[config.mk]
export PLATFORM = sky130hd
export DESIGN_NAME = pipe
export DESIGN_NICKNAME = d
export VERILOG_FILES = /design/src/rtl/pipe_pkg.sv /design/src/rtl/pipe_reg.sv /design/src/rtl/pipe.sv
export SDC_FILE = /design/constraint.sdc
export NUM_CORES = 1
export LEC_CHECK = 0
export BUFFER_PORTS_ARGS = -buffer_cell sky130_fd_sc_hd__clkbuf_2
export CORE_MARGIN = 2
export CORE_UTILIZATION = 55
export CTS_CLUSTER_DIAMETER = 60
export DETAILED_ROUTE_END_ITERATION = 10
export HOLD_SLACK_MARGIN = 0.08
export PLACE_DENSITY = 0.81
export SYNTH_ARGS = -nofsm -noshare
export SYNTH_HDL_FRONTEND = slang
export SYNTH_SLANG_ARGS = --single-unit
[constraint.sdc]
create_clock -name clk -period 4.6 [get_ports clk]
set_input_delay 0.69 -clock clk [delete_from_list [all_inputs] [get_ports clk]]
set_output_delay 0.69 -clock clk [all_outputs]
set_load 0.02 [all_outputs]
[src/rtl/pipe_pkg.sv]
// pipe_pkg: shared width constant and stage helper for the pipe datapath
package pipe_pkg;
  localparam int unsigned N_DEF = 10;
  // stage-1 combinational term: wrapped sum, wrapped difference and a copy of d
  function automatic logic [3*N_DEF-1:0] stage1_word(
    input logic [N_DEF-1:0] a,
    input logic [N_DEF-1:0] b,
    input logic [N_DEF-1:0] c,
    input logic [N_DEF-1:0] d
  );
    logic [N_DEF-1:0] s;
    logic [N_DEF-1:0] m;
    s = a + b;
    m = c - d;
    return {s, m, d};
  endfunction
endpackage

[src/rtl/pipe_reg.sv]
// pipe_reg: width-parameterized D register with asynchronous active-low clear
module pipe_reg #(
  parameter int W = 8
) (
  input  logic         clk,
  input  logic         rst_n,
  input  logic [W-1:0] d_i,
  output logic [W-1:0] q_o
);
  logic [W-1:0] q_q;
  // capture d on each rising edge, clear immediately on reset
  always_ff @(posedge clk or negedge rst_n)
    if (!rst_n) q_q <= '0;
    else        q_q <= d_i;
  assign q_o = q_q;
endmodule

[src/rtl/pipe.sv]
// pipe: three-stage pipeline computing Y = ((A + B) + (C - D)) * D modulo 2^N
module pipe
  import pipe_pkg::*;
#(
  parameter int N = N_DEF
) (
  input  logic         clk,
  input  logic         rst_n,
  input  logic [N-1:0] A,
  input  logic [N-1:0] B,
  input  logic [N-1:0] C,
  input  logic [N-1:0] D,
  output logic [N-1:0] Y
);
  logic [N-1:0]   sum1_d, diff1_d;
  logic [3*N-1:0] st1_d, st1_q;
  logic [N-1:0]   sum2_d;
  logic [2*N-1:0] st2_d, st2_q;
  logic [N-1:0]   y_d, y_q;
  // stage 1: wrapped sum of A and B, wrapped difference C - D, and D carried along
  always_comb begin
    sum1_d  = A + B;
    diff1_d = C - D;
    st1_d   = {sum1_d, diff1_d, D};
  end
  pipe_reg #(.W(3*N)) u_st1 (.clk(clk), .rst_n(rst_n), .d_i(st1_d), .q_o(st1_q));
  // stage 2: combine the stage-1 sum and difference, keep this set's own D
  always_comb begin
    sum2_d = st1_q[3*N-1:2*N] + st1_q[2*N-1:N];
    st2_d  = {sum2_d, st1_q[N-1:0]};
  end
  pipe_reg #(.W(2*N)) u_st2 (.clk(clk), .rst_n(rst_n), .d_i(st2_d), .q_o(st2_q));
  // stage 3: product truncated to N bits by the N-bit assignment context
  always_comb begin
    y_d = st2_q[2*N-1:N] * st2_q[N-1:0];
  end
  pipe_reg #(.W(N)) u_st3 (.clk(clk), .rst_n(rst_n), .d_i(y_d), .q_o(y_q));
  assign Y = y_q;
endmodule

Word-level counts from Yosys, hierarchy flattened. Index checks and enable logic that the tools add are counted. Widths: inputs -> output; s select.

Word-level logic and storage cells: 7. Register bits: 60.

Multiply operators: 1. Add/sub/neg operators: 3.

Operators by type and width (count): $add 10x10->10 (2); $mul 10x10->10 (1); $sub 10x10->10 (1).

Depth between registers and ports, before layout.
Word-level depth: 1. Gate-level depth with buffers: 17. Mapped depth without buffers: 16.

By module. A second synthesis with hierarchy kept.

Cell total of the unflattened synthesis: 393. Area, all modules: 4103.9 um^2.

By module, submodules not included: pipe (cells an instance 333, area an instance 2602.5 um^2, times used 1); pipe_reg at u_st1 (cells an instance 30, area an instance 750.7 um^2, times used 1); pipe_reg at u_st2 (cells an instance 20, area an instance 500.5 um^2, times used 1); pipe_reg at u_st3 (cells an instance 10, area an instance 250.2 um^2, times used 1).

Worst setup path after synthesis. Ideal clock, no wire load.

Path type: reg-to-reg. Start: reg u_st2.q_q[3] (netlist: u_st2.q_o[3]). End: reg u_st3.q_q[9] (netlist: u_st3.q_o[9]). Library setup time: 125 ps. Data required time: 4475 ps. Setup slack: 533 ps. Stages on the path, launching flop included: 17. Arrival: 3942 ps. Path through: dfrtp_1 nand2_1 fa_1 inv_1 fa_1 inv_1 fa_1 inv_1 fa_1 inv_1 fa_1 xnor2_1 xnor2_1 xnor2_1 xnor2_1 xnor2_1 xnor2_1.

Cells in the longest elaborated chain, start to end: 1.

Ends and longest elaborated chain: start: declaration (line pipe_reg.sv:10) `logic [W-1:0] q_q;`; start signal: assignment (line pipe_reg.sv:14) `else q_q <= d_i;`; $mul 10x10->10 (line pipe.sv:35) `y_d = st2_q[2*N-1:N] * st2_q[N-1:0];`; named net u_st3.d_i[9] (line pipe_reg.sv:7) `input logic [W-1:0] d_i,`; end signal: assignment (line pipe_reg.sv:14); end: declaration (line pipe_reg.sv:10).

The timed path passes the listed nets, and every way through them passes these cells.

Worst setup path in the final report. Ends and elaborated chain as after synthesis.

==> reports/metrics.yaml <==
drc: 0
cts_hold_buf: 0
overflow: 0
dp_hpwl_mm: 6.06
hold_viol_final: 0
cts_sinks: 60
required_ns: 4.86
power_density_nw_per_um2: 800
grtUsageTotal_pct: 20.6
grt_max_degree: 51
netlist_instances: 392
synthesis.area_um2: 4100
synthFlopType: "dfrtp_1"
cp-endpoint: "u_st3.q_o[9]"
peakVddDrop_uv: 447
cp-start-kind: "flip-flop"
fin_crit_ns: 4.21
cts_resized: 0
grtUsageMet2_pct: 38.3
grt_pass1_wl_mm: 13.4
syn-num-nets: 510
finalWirelength_mm: 7.53
fmax_mhz: 237
gr-max-usage-layer: "met2"
maxCapViolCount: 0
worstSetupPathType: "flip-flop to flip-flop"
htree_levels: 3
initial_core_util_pct: 56.6
ys_ff_latch: 60
reg2regPathDepth: 16
fp.dieH_um: 90.4
power_leakage_nw: 2.40
critical_path_arrival_ns: 4.48
synthToLayoutAreaGrowth_pct: 13.2
post-cts-setup-buffers: 0
cts_tree: "done"
synth_edf_count: 0
yosysSeqAreaShare_pct: 36.6
grt_pass1_vias: 3202
hold_class: "input pin to asynchronous set/reset pin"
switching_share_pct: 43.3
outcome: "finished clean"
dpl-instance-area_um2: 4480
synth_compound_area_share_pct: 8.57
avgSynthCellArea_um2: 10.5
worst-r2r-setup-slack_ns: 0.39
clk_pin_slew_worst_paths_ns: 0.07
grtUsageMet3_pct: 6.68
postRouteAntennaNets: 0
r2r-end: "u_st3.q_o[9]"
power_switching_w: 0.00161
setup_viol: 0
routed_via_density: 5.18
synthMuxAreaShare_pct: 0
clock_path_buffers: 2
timing.final.crit_share_pct: 91.6
relSlewSlack_pct: 60.3
synth_cell_types: 34
worstSetupEndpointType: "flip-flop"
numPortBuffers: 51
crit_start: "u_st2.q_o[3]"
diodes: 0
synth_top_family_by_area: "adder cells"
synthArstFlopShare_pct: 100
synth-simple-area-share_pct: 12.5
fin_area_um2: 4650
synthXorXnorAreaFrac_pct: 9.18
fp.dieW_um: 90.4
rows: 31
ioPinCount: 52
rsz0062_at_grt: "no"
use_met1_pct: 21.4
intPower_w: 0.00211
numCtsBuffers: 9
routabilityCongestion: 0.883
clockPowerShare_pct: 10.8
final.setup.tns_ns: 0
vias: 2889
first_iter_violations: 106
slew_viol_final: 0
seqPwrFrac_pct: 21.2
drive_above_1_share_pct: 15.9
final_nets: 572
dieArea_um2: 8170
cts_root_buffer: "clkbuf_8"
crit_fanout: 7
fin_skew_ns: 0.0104
antenna_found_initial: 0
synthAdderAreaFrac_pct: 27.8
ys_warn_count: 0
reg2reg_from: "u_st2.q_o[3]"
core_area_um2: 7250
insertion_delay_ns: 0.34
first_pass_iters: 4
worst_slew_pin_slew_ns: 0.595
comb_power_share_pct: 68.0
wl_per_cell_um: 13.5
Yosys cell counts, types with 3 or more instances:
master | number | area share, %
dfrtp_1 | 60 | 37
nor2_1 | 11 | 1.0
nor2b_1 | 9 | 1.4
nand2_1 | 41 | 3.8
o21a_1 | 3 | 0.55
a21oi_1 | 12 | 1.5
and2_1 | 19 | 2.9
o21ai_1 | 8 | 0.98
ha_1 | 51 | 16
a21boi_1 | 4 | 0.73
nor3_1 | 6 | 0.73
nand3_1 | 3 | 0.37
fa_1 | 25 | 12
and3_1 | 5 | 0.76
xnor2_1 | 29 | 6.2
xor2_1 | 14 | 3.0
inv_1 | 58 | 5.3
a21o_1 | 9 | 1.6
flip-flops by register name, summed over array words and instances (netlist names):
signal and cells:
u_st2.q_o 20, u_st3.q_o 10, u_st1.q_o 30
critical path, stage by stage (launching register included):
cell and delay, ns:
dfrtp_1 0.46, nand2_1 0.11, fa_1 0.54, inv_1 0.05
fa_1 0.49, inv_1 0.05, fa_1 0.47, inv_1 0.05
fa_1 0.52, inv_1 0.05, fa_1 0.43, xnor2_1 0.14
xnor2_1 0.18, xnor2_1 0.15, xnor2_1 0.15, xnor2_1 0.15
xnor2_1 0.13
cells by family (layout without fill, tap and decap cells):
kind of cell | count (synthesis) | count (layout)
buffers and inverters | 59 | 126
flip-flops | 60 | 60
XOR/XNOR | 43 | 43
AND/OR/NAND/NOR | 104 | 104
adder cells (fa/ha/maj) | 76 | 76
AO/OA/AOI/OAI | 50 | 50
stage by stage:
| stage | utilization [%] | setup WS (ns) | hold WS, ns | total power (W) | std cells |
|---|---|---|---|---|---|
| after floorplan | - | 0.533 | 0.331 | 0.00287 | 392 |
| after global placement | 61.8 | 0.468 | 0.332 | 0.00320 | 542 |
| after detailed placement | 61.8 | 0.396 | 0.337 | 0.00336 | 542 |
| after CTS | 64.1 | 0.379 | 0.205 | 0.00378 | 558 |
| after global routing | 64.1 | 0.0893 | 0.220 | 0.00417 | 558 |
| final | 64.1 | 0.387 | 0.211 | 0.00372 | 558 |
how the worst min path moves through the flow:
stage / to / startpoint / slack (ns)
3_3_place_gp: u_st2.q_o[5] / u_st1.q_o[5] / 0.33
3_5_place_dp: u_st2.q_o[1] / u_st1.q_o[1] / 0.34
5_1_grt: u_st3.q_o[3] / rst_n / 0.22
2_1_floorplan: u_st2.q_o[0] / u_st1.q_o[0] / 0.33
6_report: u_st3.q_o[3] / rst_n / 0.21
4_1_cts: u_st3.q_o[3] / rst_n / 0.20
layout make-up:
cell class / instances / area (um^2)
clock inverters: 4 / 26.3
fillers: 611 / 2610
well taps: 99 / 124
inverters: 58 / 218
repair buffers: 52 / 263
flip-flops and latches: 60 / 1500
clock buffers: 12 / 135
multi-input cells: 273 / 2380
metal layers:
layer / vias to the layer above / routed length (um) / share of wire, %
met1: 1385 / 2940 / 39
met4: 0 / 209 / 2.8
met2: 84 / 3990 / 53
met5: - / 0 / 0
met3: 24 / 395 / 5.2
li1: 1396 / - / -
cells in the final DEF, fill, tap and decap left out, types with 2 or more instances in the layout:
cell,instances
a2111oi_0,2
a211oi_1,2
a21boi_1,4
a21o_1,9
a21oi_1,12
a21oi_2,2
a21oi_4,2
and2_1,19
and3_1,5
clkbuf_1,3
clkbuf_2,51
clkbuf_8,9
clkinv_2,2
dfrtp_1,60
fa_1,25
ha_1,51
inv_1,58
nand2_1,41
nand3_1,3
nand4_1,2
nor2_1,11
nor2b_1,9
nor3_1,6
nor4_1,2
o21a_1,3
o21ai_1,8
o21ai_2,2
or2_2,2
or4_1,2
xnor2_1,29
xor2_1,14
power groups by stage:
stage	clock [W]	combinational (W)	sequential, W
2_1_floorplan	0	0.00205	0.000817
3_3_place_gp	0	0.00241	0.000791
3_5_place_dp	0	0.00256	0.000797
4_1_cts	0.000415	0.00258	0.000787
5_1_grt	0.000437	0.00293	0.000800
6_report	0.000402	0.00253	0.000787
(Power assumes the default switching activity.)
